[src/rtl/cnt_step_gen.sv]
// cnt_step_gen
//   Drive side of an inc/dec counter interface. It accepts a target count over
//   a valid/ready handshake. It then issues single-cycle inc or dec pulses,
//   optionally spaced by GAP idle cycles, until an internal shadow count equals
//   the target. A downstream inc/dec counter on the same clock and reset
//   therefore tracks the shadow exactly.
//
// Ports
//   clk      in   system clock, all state on rising edge
//   rst_n    in   asynchronous active-low reset
//   tgt_vld  in   target valid
//   tgt      in   [WIDTH-1:0] target count
//   tgt_rdy  out  target ready, high only in IDLE
//   abort    in   stop stepping in STEP/GAP; shadow keeps its value
//   inc      out  increment pulse
//   dec      out  decrement pulse
//   busy     out  high in STEP or GAP
//   done     out  one-cycle pulse when the target is reached
//   shadow   out  [WIDTH-1:0] expected downstream counter value
module cnt_step_gen #(
  parameter int WIDTH    = 8,
  parameter int GAP      = 0,
  parameter bit SHORTEST = 1'b1
) (
  input  logic             clk,
  input  logic             rst_n,
  input  logic             tgt_vld,
  input  logic [WIDTH-1:0] tgt,
  output logic             tgt_rdy,
  input  logic             abort,
  output logic             inc,
  output logic             dec,
  output logic             busy,
  output logic             done,
  output logic [WIDTH-1:0] shadow
);

  typedef enum logic [1:0] {
    S_IDLE = 2'd0,
    S_STEP = 2'd1,
    S_GAP  = 2'd2,
    S_DONE = 2'd3
  } state_t;

  // Half of the modulus: a forward distance up to and including this goes up.
  localparam logic [WIDTH-1:0] HALF   = {1'b1, {(WIDTH-1){1'b0}}};
  // The gap counter counts down to zero, so it loads GAP-1 for GAP idle cycles.
  localparam logic [7:0]       GAP_LD = (GAP > 0) ? 8'(GAP - 1) : 8'd0;

  state_t           state_q, state_d;
  logic [WIDTH-1:0] shadow_q, shadow_d;
  logic [WIDTH-1:0] tgt_q, tgt_d;
  logic             up_q, up_d;
  logic [7:0]       gap_q, gap_d;

  logic [WIDTH-1:0] fwd_dist;
  logic [WIDTH-1:0] shadow_step;

  always_comb begin
    state_d  = state_q;
    shadow_d = shadow_q;
    tgt_d    = tgt_q;
    up_d     = up_q;
    gap_d    = gap_q;

    // Forward (upward) distance from shadow to the offered target, mod 2^WIDTH.
    fwd_dist    = tgt - shadow_q;
    // Shadow value after the pulse being issued this cycle.
    shadow_step = up_q ? (shadow_q + WIDTH'(1)) : (shadow_q - WIDTH'(1));

    unique case (state_q)
      S_IDLE: begin
        if (tgt_vld) begin
          tgt_d = tgt;
          if (SHORTEST) begin
            up_d = (fwd_dist <= HALF);
          end else begin
            up_d = (tgt > shadow_q);
          end
          state_d = (tgt == shadow_q) ? S_DONE : S_STEP;
        end
      end
      S_STEP: begin
        // The pulse is already on the wire this cycle, so the shadow follows
        // it even when the operation is aborted at this edge.
        shadow_d = shadow_step;
        if (abort) begin
          state_d = S_IDLE;
        end else if (shadow_step == tgt_q) begin
          state_d = S_DONE;
        end else if (GAP > 0) begin
          state_d = S_GAP;
          gap_d   = GAP_LD;
        end else begin
          state_d = S_STEP;
        end
      end
      S_GAP: begin
        if (abort) begin
          state_d = S_IDLE;
        end else if (gap_q == 8'd0) begin
          state_d = S_STEP;
        end else begin
          gap_d = gap_q - 8'd1;
        end
      end
      S_DONE: begin
        state_d = S_IDLE;
      end
      default: begin
        state_d = S_IDLE;
      end
    endcase
  end

  always_ff @(posedge clk or negedge rst_n) begin
    if (!rst_n) begin
      state_q  <= S_IDLE;
      shadow_q <= '0;
      tgt_q    <= '0;
      up_q     <= 1'b0;
      gap_q    <= 8'd0;
    end else begin
      state_q  <= state_d;
      shadow_q <= shadow_d;
      tgt_q    <= tgt_d;
      up_q     <= up_d;
      gap_q    <= gap_d;
    end
  end

  // Moore outputs: decoded only from registered state so they fall
  // immediately when rst_n is asserted.
  assign tgt_rdy = (state_q == S_IDLE);
  assign inc     = (state_q == S_STEP) &&  up_q;
  assign dec     = (state_q == S_STEP) && !up_q;
  assign busy    = (state_q == S_STEP) || (state_q == S_GAP);
  assign done    = (state_q == S_DONE);
  assign shadow  = shadow_q;

`ifdef ASSERTS_SV
  a_inc_dec_excl: assert property (@(posedge clk) disable iff (!rst_n)
    !(inc && dec));
  a_done_single: assert property (@(posedge clk) disable iff (!rst_n)
    done |=> !done);
  a_shadow_known: assert property (@(posedge clk)
    rst_n |-> !$isunknown(shadow));
  a_step_moves: assert property (@(posedge clk) disable iff (!rst_n)
    (state_q == S_STEP) |=>
      ((shadow == $past(shadow) + WIDTH'(1)) || (shadow == $past(shadow) - WIDTH'(1))));
`endif

endmodule
[config.mk]
export PLATFORM = sky130hd
export DESIGN_NAME = cnt_step_gen
export DESIGN_NICKNAME = d
export VERILOG_FILES = /design/src/rtl/cnt_step_gen.sv
export SDC_FILE = /design/constraint.sdc
export NUM_CORES = 1
export LEC_CHECK = 0
export ABC_AREA = 0
export CORE_MARGIN = 1
export CORE_UTILIZATION = 35
export DETAILED_ROUTE_END_ITERATION = 7
export PLACE_DENSITY_LB_ADDON = 0.15
export SETUP_SLACK_MARGIN = 0.15
export SLEW_MARGIN = 0
export SYNTH_ARGS = -nofsm -noshare
export SYNTH_HDL_FRONTEND = slang
export SYNTH_SLANG_ARGS = --single-unit
[constraint.sdc]
create_clock -name clk -period 6.88 [get_ports clk]
set_clock_uncertainty 0.05 [all_clocks]
set_input_delay 1.72 -clock clk [delete_from_list [all_inputs] [get_ports clk]]
set_output_delay 1.72 -clock clk [all_outputs]
set_load 0.01 [all_outputs]
# [After elaboration in Yosys (flattened, before gate mapping)]
# Cells that the tools add are included.
[op_classes] addsub=4 n_mul=0 n_div=0 magnitude_cmp=1 n_eq_ne=7 shifts=0 muxes=8 bitwise=2 n_reduce_logical=9
[ops] operator="8-bit equality test" n=2
[ops] operator="8-bit by 1-bit subtractor with 8-bit output (second input constant)" n=2
[ops] operator="2-bit two-way mux" n=6
[ops] operator="8-bit by 1-bit adder with 8-bit output (second input constant)" n=1
[ops] operator="8-bit <= comparator (second input constant)" n=1
[ops] operator="8-bit logical NOT" n=1
[ops] operator="8-bit two-way mux" n=1
[ops] operator="2-bit case mux with 4 select lines" n=1
[ops] operator="8-bit subtractor" n=1
[ops] operator="2-bit equality test (second input constant)" n=2
[ops] operator="2-bit AND reduction" n=2
[ops] operator="3-bit inequality test (second input constant)" n=1
[ops] operator="3-bit AND reduction" n=1
[ops] operator="2-bit by 1-bit equality test with 1-bit output (second input constant)" n=1
[ops] operator="1-bit logical AND" n=2
[ops] operator="2-bit logical NOT" n=1
[ops] operator="2-bit inequality test (second input constant)" n=1
[ops] operator="1-bit NOT" n=2
[ops] operator="1-bit logical NOT" n=1
[ops] operator="1-bit logical OR" n=1
[word_totals] register_bits=27 latch_bits=0 ram_bits=0 rom_bits=0 in_bits=12 out_inout_bits=13 wordCells=36 memories=0

# [Logic depth before layout (Yosys ltp)]
[depth] depth_word=6 mapped_depth=9 ltp_nobuf=8

# [Worst setup path before layout]
# OpenSTA, ideal clock, no wires.
[synth_timing] path_type="input to register" startpoint="input port tgt[1]" endpoint="register up_q" setup_ns=0.090 t_arrival_ns=3.238 required_ns=6.740 setup_slack_ns=3.503 cell_stages=7 n_path_buf=0 cell_sequence="ha_1 > nor2b_1 > o211ai_1 > nand2_1 > xor2_1 > or4_1 > o2111ai_1"
[synth_between] elab_chain_len=2
[synth_lines] item="start, declared" line="28" text="input logic [WIDTH-1:0] tgt,"
[synth_lines] item="8-bit subtractor" line="67" text="fwd_dist = tgt - shadow_q;"
[synth_lines] item="8-bit <= comparator" line="76" text="up_d = (fwd_dist <= HALF);"
[synth_lines] item="end signal, assigned" line="127" text="up_q <= up_d;"
[synth_lines] item="end, declared" line="53" text="logic up_q, up_d;"
# Every way passes these cells.
# A chain may end at the register's enable or synchronous reset.

# [Final worst setup path]
[layout_timing] startpoint="register state_q[1]" endpoint="output port dec"
[layout_between] elab_chain_len=2
[layout_lines] item="start, declared" line="50" text="state_t state_q, state_d;"
[layout_lines] item="start signal, assigned" line="124" text="state_q <= state_d;"
[layout_lines] item="2-bit by 1-bit equality test with 1-bit output" line="136" text="assign dec = (state_q == S_STEP) && !up_q;"
[layout_lines] item="1-bit logical AND" line="136"
[layout_lines] item="end, declared" line="32" text="output logic dec,"
# Every way passes these cells.

==> flow_summary.yaml <==
power:
  share_comb_of_total_power_pct: 68.3
  total_switching_power_w: 0.000610
  ir_worst_vdd_mv: 0.334
  share_clk_of_total_power_pct: 7.7
  finalPower_w: 0.00132
  leakagePower_nw: 1.04
  seqPwrFrac_pct: 24.0
  switching_share_pct: 46.2
  power-per-cell-area_nw_per_um2: 568
  power.internal_w: 0.000710
detailed_routing:
  routed-wl-met2_mm: 1.86
  routed_wire_length_per_instance_um: 13.5
  wirelength_met1_mm: 2.11
  wl_met3_um: 123
  dr_total_vias: 1477
  drt_first_iter_violations: 84
  drt_pass1_iterations: 4
  route.final.wire_length_mm: 4.12
  detail_route.vias_per_cell: 4.84
  remaining_drc_errors: 0
  route.antenna.remaining_nets: 0
  maxUsedRoutingLayer: "met4"
logic_synthesis:
  post-synth-top-area-cell: "sky130_fd_sc_hd__dfrtp_1"
  post-synth-top-area-fraction_pct: 34.4
  synth_top_flop_cell: "sky130_fd_sc_hd__dfrtp_1"
  yosysSeqAreaShare_pct: 34.4
  post_synthesis_sequential_element_count: 27
  synthTopCellsByArea: "sky130_fd_sc_hd__dfrtp_1, sky130_fd_sc_hd__ha_1, sky130_fd_sc_hd__xor2_1, sky130_fd_sc_hd__xnor2_1, sky130_fd_sc_hd__mux2_2"
  asyncSetResetFlopFracSynth_pct: 100
  syn-instance-count: 212
  ys_warnings: 0
  post_synth.cell_area_avg_um2: 9.26
  synth_enable_flop_cells: 0
  netlist-cell-type-count: 39
  synth.most_common_cell: "sky130_fd_sc_hd__dfrtp_1"
  synth_top_cells_by_count: "sky130_fd_sc_hd__dfrtp_1, sky130_fd_sc_hd__ha_1, sky130_fd_sc_hd__inv_1"
  synth.net_count: 244
  netlist_area_um2: 1960
clock_network:
  cts_tree: "built"
  cts.sink_count: 27
  post_cts_resize_count: 0
  insertion_delay_ps: 290
  cts.repair_timing.setup_buffer_count: 0
  tritoncts.num_buffers: 3
  hold_fix_buffers_cts: 0
  cts_buffer_depth: 2
  cts.reportedPaths.clkPinSlew_ps: 110
  clock_tree.root_cell: "sky130_fd_sc_hd__clkbuf_8"
  htreeDepth: 1
finish:
  drive_above_1_share_pct: 6.38
  finish.utilization_pct: 44.4
  finalNetCount: 268
  area.growth.synth_to_final_pct: 18.5
  num_antenna_cells: 0
floorplan:
  die-height_um: 76.9
  io_pins: 25
  dieWidth_um: 76.9
  die_area_um2: 5910
  floorplan.initialDensity_pct: 37.5
  placementRows: 26
  design.core.area_um2: 5240
sta:
  timing.final.crit_share_pct: 57.5
  max-slew-margin-rel_pct: 53.2
  period_needed_ps: 3960
  rsz_0062_raised_after_global_routing: "false"
  setup_viol_count_final: 0
  achievable-frequency_ghz: 0.253
  worstMarginPinSlew_ps: 701
  final.hold.worst_slack_ps: 438
  finalSetupTns_ps: 0
  report.final.hold_viol_count: 0
  timing.final.max_slew_violations: 0
global_routing:
  grt_first_pass_wirelength_mm: 7.28
  globalRouteTotalUtil_pct: 15.8
  first_global_vias: 1487
  grt_antenna_before_repair: 0
  grt_start_max_net_pins: 28
  globalRouteOverflowTotal: 0
outcome:
  outcome: "completed"
worst_setup_path:
  critical_path_class: "flip-flop to primary output"
  critical_path_arrival_ps: 2190
  cp_data_required_time_ps: 5110
  slowest_stage: "sky130_fd_sc_hd__ha_1"
  regToRegStartpoint: "up_q$_DFFE_PN0P_"
  setup.worst_path.end_class: "primary output"
  max_stage_delay_ps: 610
  cp_max_fo: 16
  critical_path.cell_chain: "inv_1, ha_1, nor2b_1, clkdlybuf4s50_1"
  bufs_and_invs_on_worst_path: 2
  critical_path.startpoint: "state_q[1]$_DFFE_PN0P_"
  worst_path_dominant_cell_family: "buffers and inverters"
  critPathLaunchType: "flip-flop"
placed_design:
  dp.final_hpwl_mm: 3.12
  port-buffer-count: 24
  globalplace.congestion: 0.801
job:
  drv.max_cap_violation_count: 0
worst_hold_path:
  holdCritPathClass: "flip-flop to flip-flop"
  min_from: "gap_q[7]$_DFFE_PN0P_"
## cell families after synthesis
| logic type | after synthesis | synth area share (%) |
|---|---|---|
| and+or+nand+nor | 62 | 16.1 |
| AOI/OAI and AO/OA | 39 | 12.9 |
| DFF | 27 | 34.4 |
| xor gates and xnor gates | 26 | 11.6 |
| buffers and inverters | 25 | 4.78 |
| adders and majority gates | 20 | 13.1 |
| muxes | 13 | 7.07 |
## registers in the layout, indices dropped and copies added (netlist names)
signal,count
gap_q,8
state_q,2
shadow,8
tgt_q,8
up_q,1
## layer usage
metal | GRT usage (%) | vias up
li1 | - | 781
met1 | 22.0 | 676
met2 | 24.6 | 18
met3 | 2.98 | 2
met4 | 4.81 | 0
met5 | 0 | -
## power groups by stage
stage	sequential [W]	clock, W	combinational [W]
finish	0.000317	0.000102	0.000902
global route	0.000332	0.000113	0.00102
CTS	0.000317	0.000107	0.000914
detailed placement	0.000320	0	0.000907
global placement	0.000320	0	0.000906
floorplan	0.000316	0	0.000674
## cell usage in the layout (no fill, tap or decap), drive strengths merged, types with 6 or more instances in the layout
cell type	count
inv	20
xnor2	11
clkdlybuf4s50	24
nor2	17
xor2	15
ha	19
nor3	6
dfrtp	27
a21oi	15
o21ai	10
mux2	7
mux2i	6
nand2	15
## area by class of cell
type	instances	area, um^2
Fill cell	537	2910
Multi-Input combinational cell	160	1190
Sequential cell	27	676
Timing Repair Buffer	25	248
Tap cell	70	87.6
Inverter	19	71.3
Clock buffer	3	41.3
Clock inverter	1	8.76
## stage by stage
step / instance area, um^2 / instances / setup WS (ps)
after global placement: 2280 / 301 / 2980
after floorplan: 1960 / 212 / 3500
after CTS: 2330 / 305 / 2860
final: 2330 / 305 / 2920
after global routing: 2330 / 305 / 2780
after detailed placement: 2280 / 301 / 2950
## final timing paths
kind,to,slack (ps),cells past startpoint
min reg2reg,gap_q[7]$_DFFE_PN0P_,440,1
min in group asynchronous,gap_q[1]$_DFFE_PN0P_,1750,2
min,gap_q[7]$_DFFE_PN0P_,440,1
max reg2reg,state_q[1]$_DFFE_PN0P_,4310,8
max in group asynchronous,shadow[3]$_DFFE_PN0P_,4740,2
max,dec,2920,4
(Power assumes the default switching activity.)
